`config.mk`:
```
export PLATFORM = sky130hd
export DESIGN_NAME = crop_word_packer
export DESIGN_NICKNAME = d
export VERILOG_FILES = /design/src/rtl/crop_word_packer.sv
export SDC_FILE = /design/constraint.sdc
export NUM_CORES = 1
export LEC_CHECK = 0
export BUFFER_PORTS_ARGS = -buffer_cell sky130_fd_sc_hd__buf_2
export CAP_MARGIN = 20
export CORE_MARGIN = 5
export CORE_UTILIZATION = 35
export CTS_CLUSTER_SIZE = 14
export DETAILED_ROUTE_END_ITERATION = 8
export PLACE_DENSITY = 0.62
export RECOVER_POWER = 25
export SETUP_SLACK_MARGIN = 0.02
export SLEW_MARGIN = 30
export SYNTH_ARGS = -nofsm -noshare
export SYNTH_HDL_FRONTEND = slang
export SYNTH_SLANG_ARGS = --single-unit
```
`constraint.sdc`:
```
create_clock -name clk -period 5.91 [get_ports clk]
set_clock_uncertainty 0.1 [all_clocks]
set_input_delay 0.8865 -clock clk [delete_from_list [all_inputs] [get_ports clk]]
set_output_delay 0.8865 -clock clk [all_outputs]
set_load 0.05 [all_outputs]
```
`src/rtl/crop_word_packer.sv`:
```
// Packs PIXELS_PER_WORD consecutive pixels of one cropped frame into a wide
// AXI-Stream word with tkeep/tlast, under ap_start/ap_done/ap_ready control.
`timescale 1ns/1ps
module crop_word_packer #(
  parameter int PIXEL_BIT_WIDTH = 10,
  parameter int OUT_ROWS        = 10,
  parameter int OUT_COLS        = 10,
  parameter int PIXELS_PER_WORD = 4
) (
  input  logic                                       clk,
  input  logic                                       srst,
  input  logic                                       ap_start,
  output logic                                       ap_ready,
  output logic                                       ap_idle,
  output logic                                       ap_done,
  input  logic                                       s_axis_tvalid,
  output logic                                       s_axis_tready,
  input  logic [PIXEL_BIT_WIDTH-1:0]                 s_axis_tdata,
  output logic                                       m_axis_tvalid,
  input  logic                                       m_axis_tready,
  output logic [PIXELS_PER_WORD*PIXEL_BIT_WIDTH-1:0] m_axis_tdata,
  output logic [PIXELS_PER_WORD-1:0]                 m_axis_tkeep,
  output logic                                       m_axis_tlast
);

  localparam int TOTAL  = OUT_ROWS * OUT_COLS;
  localparam int CNT_W  = $clog2(TOTAL + 1);
  localparam int LANE_W = (PIXELS_PER_WORD > 1) ? $clog2(PIXELS_PER_WORD) : 1;
  localparam logic [LANE_W-1:0] LANE_MAX = LANE_W'(PIXELS_PER_WORD - 1);
  localparam logic [CNT_W-1:0]  CNT_LAST = CNT_W'(TOTAL);

  typedef enum logic [1:0] {IDLE, FILL, SEND, DONE} state_t;

  state_t              state;
  logic [CNT_W-1:0]    pix_cnt;
  logic [LANE_W-1:0]   lane;
  logic [CNT_W-1:0]    pix_cnt_nxt;

  assign pix_cnt_nxt = pix_cnt + CNT_W'(1);
  assign ap_ready    = (state == IDLE);
  assign ap_idle     = (state == IDLE);

  always_ff @(posedge clk or posedge srst) begin
    if (srst) begin
      state         <= IDLE;
      pix_cnt       <= '0;
      lane          <= '0;
      ap_done       <= 1'b0;
      s_axis_tready <= 1'b0;
      m_axis_tvalid <= 1'b0;
      m_axis_tdata  <= '0;
      m_axis_tkeep  <= '0;
      m_axis_tlast  <= 1'b0;
    end else begin
      case (state)
        IDLE: begin
          ap_done <= 1'b0;
          if (ap_start) begin
            state         <= FILL;
            pix_cnt       <= '0;
            lane          <= '0;
            m_axis_tdata  <= '0;
            m_axis_tkeep  <= '0;
            m_axis_tlast  <= 1'b0;
            s_axis_tready <= 1'b1;
          end
        end
        FILL: begin
          if (s_axis_tvalid && s_axis_tready) begin
            for (int k = 0; k < PIXELS_PER_WORD; k++) begin
              if (lane == LANE_W'(k)) begin
                m_axis_tdata[k*PIXEL_BIT_WIDTH +: PIXEL_BIT_WIDTH] <= s_axis_tdata;
                m_axis_tkeep[k] <= 1'b1;
              end
            end
            lane         <= lane + LANE_W'(1);
            pix_cnt      <= pix_cnt_nxt;
            m_axis_tlast <= (pix_cnt_nxt == CNT_LAST);
            // A word closes on its last lane or on the frame's final pixel.
            if (lane == LANE_MAX || pix_cnt_nxt == CNT_LAST) begin
              state         <= SEND;
              s_axis_tready <= 1'b0;
              m_axis_tvalid <= 1'b1;
            end
          end
        end
        SEND: begin
          if (m_axis_tready) begin
            m_axis_tvalid <= 1'b0;
            if (m_axis_tlast) begin
              state        <= DONE;
              ap_done      <= 1'b1;
              m_axis_tlast <= 1'b0;
            end else begin
              state         <= FILL;
              lane          <= '0;
              m_axis_tdata  <= '0;
              m_axis_tkeep  <= '0;
              s_axis_tready <= 1'b1;
            end
          end
        end
        DONE: begin
          ap_done <= 1'b0;
          state   <= IDLE;
        end
        default: state <= IDLE;
      endcase
    end
  end

endmodule
```
**Word-level counts from Yosys, hierarchy flattened**

Cells that the tools add are included.

- Register bits: 59
- Bits of input ports: 15
- Output and inout port bits: 50
- Word-level logic and storage cells: 102

- Add/subtract/negate cells: 2
- Eq/ne operators: 17
- Multiplexer cells: 48
- Reduce and logical (&&, ||, !) cells: 20

Operators with widths:

| cell | count |
|---|---|
| $mux W40 | 4 |
| $pmux W40 S3 | 1 |
| $mux W10 | 4 |
| $reduce_and A6 Y1 | 5 |
| $ne A2 B2 Y1 const B | 10 |
| $mux W2 | 9 |
| $mux W1 | 16 |
| $mux W4 | 4 |
| $mux W7 | 2 |
| $pmux W7 S2 | 1 |
| $pmux W4 S3 | 1 |
| $reduce_and A4 Y1 | 3 |
| $eq A2 B2 Y1 const B | 4 |
| $pmux W2 S4 | 1 |
| $add A7 B1 Y7 const B | 1 |
| $eq A7 B7 Y1 const B | 1 |
| $pmux W1 S3 | 2 |
| $pmux W2 S3 | 1 |
| $reduce_and A3 Y1 | 2 |
| $reduce_bool A2 Y1 | 3 |
| $reduce_and A5 Y1 | 1 |
| $eq A2 B1 Y1 const B | 2 |
| $logic_not A2 Y1 | 2 |
| $pmux W1 S2 | 2 |
| 5 further kinds | 5 |

**Longest topological paths before layout**

- Depth in word-level cells: 6
- Depth in mapped cells: 9
- Depth with buffers taken out: 6

**Worst setup path after synthesis**

OpenSTA, ideal clock, no wires.

- Path kind: register to output
- Start: reg state[0]
- End: out ap_ready
- Arrival time: 1.299 ns
- Required time: 4.924 ns
- Slack: 3.624 ns
- Stages on the path, launching flop included: 4
- Buffers on the path: 1
- Path through: dfrtp_1 > inv_1 > ha_1 > buf_4

- Cells in the longest elaborated chain, start to end: 1

Ends and longest elaborated chain:

| element | RTL line | text |
|---|---|---|
| start: declaration | 34 | `state_t state;` |
| start signal: assignment | 45 | `state <= IDLE;` |
| start signal: assignment | 59 | `state <= FILL;` |
| start signal: assignment | 81 | `state <= SEND;` |
| $logic_not A2 Y1 | - |  |
| end: declaration | 13 | `output logic ap_ready,` |

Every way passes these cells.

**Worst setup path in the final report**

- Start: reg state[1]
- End: reg m_axis_tdata[9]

- Cells in the longest elaborated chain, start to end: 3
- Elaborated cells on any way between the ends: 11
- Those cells by class: eq/ne: 7; mux: 1; reduce/logical: 3

Ends and longest elaborated chain:

| element | RTL line | text |
|---|---|---|
| $eq A2 B1 Y1, or another cell as far along | 55 | `case (state)` |
| $ne A2 B2 Y1 (no line) or $reduce_bool A3 Y1 (tied branches) | - |  |
| $reduce_and A6 Y1 (no line) | - |  |
| end signal: indexed assignment | 72 | `m_axis_tdata[k*PIXEL_BIT_WIDTH +: PIXEL_BIT_WIDTH] <= s_axis_tdata;` |
| end: declaration | 21 | `output logic [PIXELS_PER_WORD*PIXEL_BIT_WIDTH-1:0] m_axis_tdata,` |

Several ways; a longest one is shown, not always the timed one.
A chain may end at the register's enable or synchronous reset.

==> flow_metrics.tcl <==
set metrics [dict create \
    post-route-period-util 0.4869 \
    cts_buffer_depth 2 \
    leakagePower_uw 0.001772 \
    dp_hpwl_um 5137 \
    rows 34 \
    clock.fmax_mhz 347.5 \
    num_vias 2518 \
    pin_count 65 \
    fin_crit_ns 2.878 \
    grt_usage 0.1476 \
    cp_data_required_time_ns 6.03 \
    wl_per_cell_um 17.01 \
    gp_congestion 0.7415 \
    powerDensity_nw_per_um2 230.7 \
    area_delta_synth_final_pct 19.26 \
    synthAdderAreaFrac 0.03664 \
    grt_overflow_total 0 \
    postCtsSetupRepairBufs 0 \
    avgSynthCellArea_um2 10.24 \
    synthTopCellsByArea "dfrtp_1 48%, a22o_1 12%, o2bb2ai_1 11%" \
    synth-seq-area-share 0.4805 \
    synth_edf_count 0 \
    irDropWorstVdd_v 0.0001156 \
    synthTopCellsByCount "59 x dfrtp_1, 51 x nand2_1, 41 x a22o_1, 40 x o2bb2ai_1, 14 x clkbuf_1" \
    finalNonFillerCells 464 \
    die_w_um 103.7 \
    drive_above_1_share 0.2584 \
    synth_cells 300 \
    rsz0062_at_grt "no" \
    fin_setup_tns_ns 0 \
    synth_seq_cells 59 \
    critPathLaunchType "register" \
    use_met1 0.1892 \
    post_cts_resized 0 \
    wl_um 7893 \
    use_met2 0.2345 \
    tightest_slew_ns 0.8792 \
    diodes 0 \
    dp.cells 448 \
    yosys.area_share.simple 0.1164 \
    worstPathMaxFanout 94 \
    synth.cell_area_um2 3073 \
    drc 0 \
    numCtsBuffers 9 \
    intPower_uw 648.6 \
    viasPerCell 5.427 \
    cts_tree "built" \
    finalSetupViolCount 0 \
    clk_pin_slew_ns 0.07 \
    synthMuxAreaShare 0.003664 \
    drt-initial-drc-count 125 \
    slew_headroom 0.4139 \
    p_seq_frac 0.477 \
    p_clk_frac 0.498 \
    die_h_um 103.7 \
    pre_cts_ws_ns 2.757 \
    grt_max_degree 95 \
    cap_violations 0 \
    crit_arrival_ns 3.00 \
    dr.pass1.iters 4 \
    synth_most_common_cell "dfrtp_1" \
    dieArea_um2 10750 \
    critPathCaptureType "register" \
    ys_types 41 \
    cts_hold_buf 0 \
    synth_top_family_by_area "compound AO/OA/AOI/OAI gates" \
    yosysTopAreaCell "dfrtp_1" \
    antenna_found_initial 0 \
    fin_ws_ns 3.032 \
    switching_power_uw 196.8 \
    ys_async_sr_fraction 1.000 \
    core_area_um2 8636 \
    slew_violations 0 \
    hold_slack_ns 0.3949 \
    htreeDepth 3 \
    met3_usage 0.05535 \
    ant_nets 0 \
    crit_type "register to register" \
    switching_share 0.2328 \
    hold_viol_final 0 \
    grt_pass1_vias 2441 \
    hold_path_class "register to register" \
    io_buffers 64 \
    outcome "complete, no violations" \
    layout.nets 375 \
    synth_top_area_share 0.4805 \
    grt_pass1_wl_um 13000 \
    clock_latency_ns 0.34 \
    cts_root_buf "clkbuf_8" \
    synth_nets 324 \
    initial_core_util 0.3558 \
    yosys_warnings 0 \
    cts_sinks 59 \
    synth_flop_cell "dfrtp_1" \
    comb_power_share 0.025 \
    fillers 866 \
    synth_compound_area_frac 0.3001 \
    synthXorXnorAreaFrac 0.005700 \
    busiest_layer "met2" \
]
==> placed cells by master (no fill, tap or decap), types with 2 or more instances in the layout <==
master / instances
clkinv_4: 3
nand4_1: 5
nand2b_1: 3
o21ai_0: 8
buf_4: 2
nand2_1: 51
o2bb2ai_1: 40
o21ai_1: 2
o21bai_1: 2
a31oi_1: 2
a21oi_1: 4
clkbuf_8: 9
ha_1: 8
nand3_1: 4
bufinv_16: 2
o22a_1: 4
dfrtp_1: 59
buf_2: 64
nor2_1: 7
a22o_1: 41
inv_1: 13
==> cell type report <==
type / instances / area, um2 / area share
clock buffer: 9 / 123.9 / 0.03380
inverter: 13 / 48.80 / 0.01332
timing repair buffer: 66 / 335.3 / 0.09150
clock inverter: 7 / 100.1 / 0.02731
sequential: 59 / 1476 / 0.4029
tap: 108 / 135.1 / 0.03687
multi-input combinational: 202 / 1445 / 0.3943
==> state kept, by name, indices dropped and copies added, names as in the netlist <==
signal / count
ap_done: 1
pix_cnt: 7
state: 2
m_axis_tvalid: 1
lane: 2
m_axis_tkeep: 4
m_axis_tlast: 1
m_axis_tdata: 40
s_axis_tready: 1
==> layer usage <==
metal	wire, um	up-vias
met5	0	-
met4	56	0
met3	465	8
met2	3774	55
met1	3596	1248
li1	-	1207
==> final timing paths <==
kind                                             start                      endpoint  slack, ns  cells after the start
setup / recovery                  state[1]$_DFFE_PP0P_   m_axis_tdata[9]$_DFFE_PP0P_       3.03                      7
hold / removal             m_axis_tkeep[0]$_DFFE_PP0P_   m_axis_tkeep[0]$_DFFE_PP0P_       0.39                      1
setup reg to reg                  state[1]$_DFFE_PP0P_   m_axis_tdata[9]$_DFFE_PP0P_       3.03                      7
hold reg to reg            m_axis_tkeep[0]$_DFFE_PP0P_   m_axis_tkeep[0]$_DFFE_PP0P_       0.39                      1
max in group asynchronous                         srst  m_axis_tdata[24]$_DFFE_PP0P_       4.53                      3
min in group asynchronous                         srst   m_axis_tdata[1]$_DFFE_PP0P_       0.65                      3
==> worst max-delay path, stage by stage, from the launching register on <==
cell and delay [ns]:
dfrtp_1 0.41, inv_1 0.14, ha_4 0.54, a21bo_2 0.33
o2111ai_4 0.08, buf_4 0.71, o2bb2ai_1 0.17, a22o_1 0.21
==> metrics by stage <==
| step | utilization | cell area (um2) | total power [uW] |
|---|---|---|---|
| 5_1_grt | 0.4244 | 3665 | 875.3 |
| 3_3_place_gp | 0.3973 | 3431 | 433.3 |
| 6_report | 0.4244 | 3665 | 845.5 |
| 3_5_place_dp | 0.3973 | 3431 | 433.3 |
| 4_1_cts | 0.4232 | 3655 | 859.3 |
| 2_1_floorplan | - | 3073 | 419.5 |
==> logic make-up (layout without fill, tap and decap cells) <==
logic type,after synthesis,count (layout)
compound gates,111,111
xor+xnor,2,2
fa+ha+maj,9,9
buf+inv,39,95
flops,59,59
mux,1,1
simple gates,79,79
==> power groups by stage <==
| stage | Sequential, uW | Clock [uW] | Combinational, uW |
|---|---|---|---|
| 2_1_floorplan | 411 | 0 | 8.15 |
| 4_1_cts | 403 | 434 | 22.1 |
| 3_5_place_dp | 411 | 0 | 22.0 |
| 3_3_place_gp | 411 | 0 | 21.9 |
| 6_report | 403 | 421 | 21.0 |
| 5_1_grt | 403 | 448 | 24.3 |
(Power assumes the default switching activity.)
